[src/rtl/i281_code_loader.sv]
// i281 code loader: byte-stream framer that writes a program image into code memory.
// Frame = header (N-1), 2N data bytes (hi, lo), XOR checksum of the data bytes.
module i281_code_loader #(
    parameter int ADDR_W = 6
) (
    input  logic              clock,
    input  logic              reset,
    input  logic              start,
    input  logic              in_valid,
    input  logic [7:0]        in_data,
    output logic              in_ready,
    output logic              wr_en,
    output logic [ADDR_W-1:0] wr_addr,
    output logic [15:0]       wr_data,
    output logic              run_en,
    output logic              busy,
    output logic              done,
    output logic              error
);

    typedef enum logic [2:0] {
        S_IDLE,
        S_HDR,
        S_HI,
        S_LO,
        S_CHK,
        S_DONE
    } state_t;

    state_t            r_state;
    state_t            w_next;
    logic              r_in_ready;
    logic              r_wr_en;
    logic [ADDR_W-1:0] r_addr;
    logic [15:0]       r_data;
    logic [5:0]        r_cnt;
    logic [7:0]        r_hi;
    logic [7:0]        r_acc;
    logic              r_error;
    logic              w_acc;
    logic              w_busy_next;

    assign w_acc = in_valid & r_in_ready;

    always_ff @(posedge clock or negedge reset) begin
        if (!reset) r_state <= S_IDLE;
        else        r_state <= w_next;
    end

    always_comb begin
        w_next = r_state;
        unique case (r_state)
            S_IDLE: if (start) w_next = S_HDR;
            S_HDR:  if (w_acc) w_next = S_HI;
            S_HI:   if (w_acc) w_next = S_LO;
            S_LO:   if (w_acc) w_next = (r_cnt == 6'd0) ? S_CHK : S_HI;
            S_CHK:  if (w_acc) w_next = S_DONE;
            S_DONE: if (start) w_next = S_HDR;
            default: w_next = S_IDLE;
        endcase
    end

    assign w_busy_next = (w_next == S_HDR) || (w_next == S_HI) ||
                         (w_next == S_LO)  || (w_next == S_CHK);

    always_ff @(posedge clock or negedge reset) begin
        if (!reset) begin
            r_in_ready <= 1'b0;
            r_wr_en    <= 1'b0;
            r_addr     <= '0;
            r_data     <= '0;
            r_cnt      <= '0;
            r_hi       <= '0;
            r_acc      <= '0;
            r_error    <= 1'b0;
        end else begin
            r_in_ready <= w_busy_next;
            r_wr_en    <= (r_state == S_LO) && w_acc;
            // Advance only when another word follows, so N=64 parks at 63
            if (r_wr_en && r_state == S_HI)
                r_addr <= r_addr + 1'b1;
            if (r_state == S_HDR && w_acc) begin
                r_cnt  <= in_data[5:0];
                r_addr <= '0;
                r_acc  <= '0;
            end
            if (r_state == S_HI && w_acc) begin
                r_hi  <= in_data;
                r_acc <= r_acc ^ in_data;
            end
            if (r_state == S_LO && w_acc) begin
                r_data <= {r_hi, in_data};
                r_acc  <= r_acc ^ in_data;
                if (r_cnt != 6'd0) r_cnt <= r_cnt - 6'd1;
            end
            if (r_state == S_CHK && w_acc)
                r_error <= (r_acc != in_data);
            if (r_state == S_DONE && start)
                r_error <= 1'b0;
        end
    end

    assign in_ready = r_in_ready;
    assign wr_en    = r_wr_en;
    assign wr_addr  = r_addr;
    assign wr_data  = r_data;
    assign busy     = (r_state == S_HDR) || (r_state == S_HI) ||
                      (r_state == S_LO)  || (r_state == S_CHK);
    assign done     = (r_state == S_DONE);
    assign error    = r_error;
    assign run_en   = (r_state == S_IDLE) || ((r_state == S_DONE) && !r_error);

endmodule

[config.mk]
export PLATFORM = sky130hd
export DESIGN_NAME = i281_code_loader
export DESIGN_NICKNAME = d
export VERILOG_FILES = /design/src/rtl/i281_code_loader.sv
export SDC_FILE = /design/constraint.sdc
export NUM_CORES = 1
export LEC_CHECK = 0
export CELL_PAD_IN_SITES_DETAIL_PLACEMENT = 1
export CELL_PAD_IN_SITES_GLOBAL_PLACEMENT = 2
export CORE_UTILIZATION = 30
export CTS_CLUSTER_DIAMETER = 150
export DETAILED_ROUTE_END_ITERATION = 7
export PLACE_DENSITY_LB_ADDON = 0.1
export SYNTH_ARGS = -nofsm -noshare
export SYNTH_HDL_FRONTEND = slang
export SYNTH_SLANG_ARGS = --single-unit
[constraint.sdc]
create_clock -name clock -period 4.1 [get_ports clock]
set_input_delay 0.615 -clock clock [delete_from_list [all_inputs] [get_ports clock]]
set_output_delay 0.615 -clock clock [all_outputs]
set_load 0.005 [all_outputs]
# After elaboration in Yosys (flattened, before gate mapping)
# Index checks and enable logic that the tools add are counted.
totals:
  wordCells: 62
  input_bits: 12
  ff_bits: 50
  out_inout_bits: 28
op_classes:
  n_reduce_logical: 22
  mux: 17
  bitwise: 2
  n_eq_ne: 10
  add_sub_neg: 2
ops:
  columns: ["op", "n"]
  rows:
  - ["two-way mux 6 bit", 5]
  - ["two-way mux 8 bit", 3]
  - ["two-way mux 3 bit", 6]
  - ["case mux 3 bit (5 select lines)", 1]
  - ["equality test 3 x 2 -> 1 bit, second input constant", 4]
  - ["equality test 3 bit, second input constant", 3]
  - ["inequality test 8 bit", 1]
  - ["XOR 8 bit", 1]
  - ["logical AND 1 bit", 7]
  - ["logical OR 1 bit", 7]
  - ["adder 6 x 1 -> 6 bit, second input constant", 1]
  - ["equality test 3 x 1 -> 1 bit, second input constant", 2]
  - ["zero test 6 bit", 1]
  - ["nonzero test 6 bit", 1]
  - ["subtractor 6 x 1 -> 6 bit, second input constant", 1]
  - ["nonzero test 2 bit", 2]
  - ["zero test 3 bit", 1]
  - ["nonzero test 3 bit", 1]
  - ["two-way mux 1 bit", 2]
  - ["OR reduction 2 bit", 1]
  - ["AND 1 bit", 1]
  - ["zero test 1 bit", 1]

# Logic depth before layout (Yosys ltp)
depth:
  depth_word: 8
  depth_mapped: 6
  mapped_depth_nobuf: 6

# Worst setup path before layout
# No wires, ideal clock.
synth_path:
  path_kind: "reg-to-reg"
  from: "reg r_cnt[0]"
  to: "reg r_cnt[3]"
  stages_incl_launch_ff: 7
  arrival_ns: 1.611
  required_time_ns: 3.977
  path_slack_ns: 2.366
  synth_period_minus_slack_ns: 1.734
  cell_sequence: "dfrtp_1 -> inv_1 -> ha_1 -> nor2b_1 -> a2111o_1 -> o21a_1 -> o221a_1"
synth_between:
  elab_chain_len: 3
  elab_cells_between_ends: 4
  cone_classes: "add/sub (1); mux (2); reduce/logical (1)"
synth_lines:
  columns: ["item", "line", "rtl"]
  rows:
  - ["from (decl)", "36", "logic [5:0] r_cnt;"]
  - ["from (signal assigned)", "83", "r_cnt <= in_data[5:0];"]
  - ["from (signal assigned)", "94", "if (r_cnt != 6'd0) r_cnt <= r_cnt - 6'd1;"]
  - ["subtractor 6 x 1 -> 6 bit / nonzero test 6 bit (equally long branches)", "94", null]
  - ["two-way mux 6 bit (*)", "94", null]
  - ["two-way mux 6 bit (*)", "91", "if (r_state == S_LO && w_acc) begin"]
# Every way passes the cells marked *; elsewhere a longest branch is shown, timed or not.
# A chain may end at the register's enable or synchronous reset.

# Worst setup path in the final report
layout_path:
  from: "reg r_state[2]"
  to: "out done"
layout_between:
  elab_chain_len: 1
layout_lines:
  columns: ["item", "line", "rtl"]
  rows:
  - ["from (decl)", "30", "state_t r_state;"]
  - ["from (signal assigned)", "47", "else r_state <= w_next;"]
  - ["equality test 3 bit", "109", "assign done = (r_state == S_DONE);"]
  - ["to (decl)", "17", "output logic done,"]
# No other way between the ends.

==> impl_metrics.json <==
{
  "die_height_um": 91.4,
  "insertion_delay_to_the_later_sink_of_the_worst_skew_pair_ns": 0.31,
  "drc": 0,
  "core-area_um2": 7730,
  "drt_first_pass_iters": 4,
  "slew_headroom_pct": 49.4,
  "p_leak_uw": 0.00121,
  "drt_iter0_drc": 68,
  "postCtsHoldBufs": 0,
  "maximum_clock_frequency_mhz": 375,
  "clock_tree.buffer_depth": 2,
  "hpwlAfterDp_um": 3910,
  "worst-path-max-fanout": 18,
  "finalHoldViolations": 0,
  "synth_flop_cell": "sky130_fd_sc_hd__dfrtp_1",
  "ys_types": 44,
  "finalMaxSlewViolations": 0,
  "synth_area_um2": 2400,
  "routed_wire_length_per_instance_um": 15.6,
  "post-place-ws_ns": 1.37,
  "power-per-cell-area_nw_per_um2": 631,
  "yosys_warnings": 0,
  "final.setup_skew_ns": 0.00702,
  "final_cell_mix": "50 x sky130_fd_sc_hd__dfrtp_1, 38 x sky130_fd_sc_hd__clkdlybuf4s50_1, 25 x sky130_fd_sc_hd__mux2_2",
  "syn_to_final_growth_pct": 25.1,
  "start_util_pct": 31.1,
  "io_pins": 40,
  "synthArstFlopShare_pct": 100,
  "count_of_placed_standard_cells_in_the_final_layout_fillers_left_out": 365,
  "synthesis.instances": 220,
  "clock_buffers_created_by_tritoncts": 5,
  "fp.dieArea_um2": 8360,
  "yosys.area.top_type_share_pct": 52.1,
  "p_switching_uw": 599,
  "ff_to_ff_start": "r_state[2]",
  "storage_cell_area_um2": 1250,
  "power.internal_uw": 1300,
  "vias_per_inst": 4.93,
  "place.port_buffers": 39,
  "vias": 1800,
  "floorplan.die.width_um": 91.4,
  "tns_ns": 0,
  "timing.critical_path.required_ns": 3.48,
  "endpoint": "done",
  "power_switching_share_pct": 31.6,
  "multi_input_comb_area_um2": 1080,
  "crit_path_start": "r_state[2]",
  "cts.root.buffer_cell": "sky130_fd_sc_hd__clkbuf_8",
  "layout.filler_cells": 865,
  "synth_area_per_cell_um2": 10.9,
  "yosys.area.top_type": "sky130_fd_sc_hd__dfrtp_1",
  "pwr-share-comb_pct": 38.2,
  "worst_r2r_path_depth": 3,
  "grt_antenna_before_repair": 0,
  "finalHoldWorstSlack_ns": 0.373,
  "grt_max_degree": 33,
  "drt-total-wl_um": 5710,
  "tritoncts_num_sinks": 50,
  "setup.worst_path.class": "flip-flop to primary output",
  "power.sequential.fraction_pct": 45.4,
  "cap_viol_max_count": 0,
  "count_of_final_setup_violators": 0,
  "gp_congestion": 0.687,
  "insertedDiodeCount": 0,
  "layout_setup_ws_ns": 1.43,
  "clk_pin_slew_worst_paths_ns": 0.09,
  "finalCritPeriodShare_pct": 65.1,
  "final_nets": 277,
  "cts_setup_buffers": 0,
  "drt.antenna.violating_nets": 0,
  "end_kind": "primary output",
  "finalWorstPathRequiredPeriod_ns": 2.67,
  "htree_num_levels": 2,
  "grt_util_all_layers_pct": 15.0,
  "global_route.overflow_total": 0,
  "worst_r2r_endpoint": "r_hi[7]",
  "first_pass_grt_wire_length_um": 9870,
  "rsz0062_at_grt": "false",
  "max_slew.worst_pin.slew_ns": 0.760,
  "pwr-share-clk_pct": 16.5,
  "result_of_the_run": "finished clean",
  "core.rowCount": 32,
  "timing.critical_path.arrival_ns": 2.05,
  "ys_seq_elements": 50,
  "reg2reg_setup_slack_ns": 1.86,
  "via_count_of_the_first_global_routing_pass": 1834,
  "worst_ir_drop_vdd_mv": 0.277,
  "critical_path.startpoint_type": "flip-flop",
  "syn-num-nets": 235,
  "number_of_enable_type_register_cells_in_the_synthesized_netlist": 0,
  "synth.top_cells.by_area": "sky130_fd_sc_hd__dfrtp_1 52%, sky130_fd_sc_hd__mux2_2 12%, sky130_fd_sc_hd__o21ai_0 5.0%",
  "most_common_cell_after_layout_fill_and_taps_aside": "sky130_fd_sc_hd__dfrtp_1",
  "tritoncts": "yes",
  "synth.yosys.seq_area_share_pct": 52.1,
  "cts.repair.resized": 0,
  "placed_cells": 357,
  "post_route_cells_drive_above_1_share_pct": 17.5,
  "worstHoldPathType": "primary input to async pin"
}
-- cells in the mapped netlist (2+ instances only) --
master and count:
sky130_fd_sc_hd__nand2b_1 8, sky130_fd_sc_hd__and2_1 2, sky130_fd_sc_hd__buf_4 2, sky130_fd_sc_hd__ha_1 3
sky130_fd_sc_hd__nand4_1 4, sky130_fd_sc_hd__or2_2 2, sky130_fd_sc_hd__and3_1 2, sky130_fd_sc_hd__inv_1 8
sky130_fd_sc_hd__xnor2_1 5, sky130_fd_sc_hd__dfrtp_1 50, sky130_fd_sc_hd__a31oi_1 2, sky130_fd_sc_hd__nor3_2 2
sky130_fd_sc_hd__buf_2 2, sky130_fd_sc_hd__nor3_1 3, sky130_fd_sc_hd__xor2_1 4, sky130_fd_sc_hd__clkbuf_1 4
sky130_fd_sc_hd__o22ai_1 4, sky130_fd_sc_hd__o21ai_0 24, sky130_fd_sc_hd__nand3_1 2, sky130_fd_sc_hd__o21a_1 2
sky130_fd_sc_hd__nor2_1 21, sky130_fd_sc_hd__nor2b_1 3, sky130_fd_sc_hd__a21oi_1 7, sky130_fd_sc_hd__mux2_2 25
sky130_fd_sc_hd__nand2_1 10
-- power by group through the flow --
stage / clock network [uW] / logic, uW / registers [uW]
floorplan: 0 / 400 / 835
global placement: 0 / 729 / 873
detailed placement: 0 / 733 / 877
CTS: 332 / 739 / 868
global route: 346 / 811 / 896
finish: 312 / 723 / 859
-- per-layer routing --
layer | part of all wire (%) | routed length, um | GRT usage, %
met1 | 50 | 2830 | 21.1
met2 | 47 | 2680 | 23.7
met3 | 2.3 | 133 | 2.68
met4 | 1.1 | 62 | 3.97
met5 | 0 | 0 | 0
-- how the worst min path moves through the flow --
| stage | slack [ns] | from | endpoint |
|---|---|---|---|
| 2_1_floorplan | 0.32 | reset | error |
| 3_3_place_gp | 0.49 | wr_data[3] | wr_data[3] |
| 3_5_place_dp | 0.49 | r_hi[3] | r_hi[3] |
| 4_1_cts | 0.40 | reset | r_cnt[2] |
| 5_1_grt | 0.44 | reset | r_cnt[2] |
| 6_report | 0.37 | reset | r_state[0] |
-- cell type report --
cell class / count / area share [%]
clock buffers: 6 / 2.75
well taps: 102 / 4.25
repair buffers: 43 / 13.8
clock inverters: 2 / 0.583
inverters: 8 / 1.00
multi-input cells: 154 / 35.9
flip-flops and latches: 50 / 41.7
-- registers in the layout, indices dropped and copies added (netlist names) --
register	cells
r_cnt	6
wr_addr	6
in_ready	1
r_acc	8
r_hi	8
wr_data	16
wr_en	1
r_state	3
error	1
-- critical path: stages (launching register included) --
cell	delay [ns]
sky130_fd_sc_hd__dfrtp_1	0.73
sky130_fd_sc_hd__nor2b_1	0.35
sky130_fd_sc_hd__and2_1	0.17
sky130_fd_sc_hd__clkdlybuf4s50_1	0.49
-- kinds of logic after synthesis --
kind of cell,after synthesis,synth area share [%]
AO/OA/AOI/OAI,51,13.5
adder cells (fa/ha/maj),3,1.56
multiplexers,26,12.1
XOR/XNOR,9,3.28
AND/OR/NAND/NOR,65,14.5
buffers and inverters,16,2.92
flip-flops,50,52.1
-- stage by stage --
step	instance area, um2	utilization, %	total power [uW]
floorplan	2400	-	1230
global placement	2900	37.6	1600
detailed placement	2900	37.6	1610
CTS	3000	38.9	1940
global route	3000	38.9	2050
finish	3000	38.9	1890
Power figures use the tool's default switching activity.
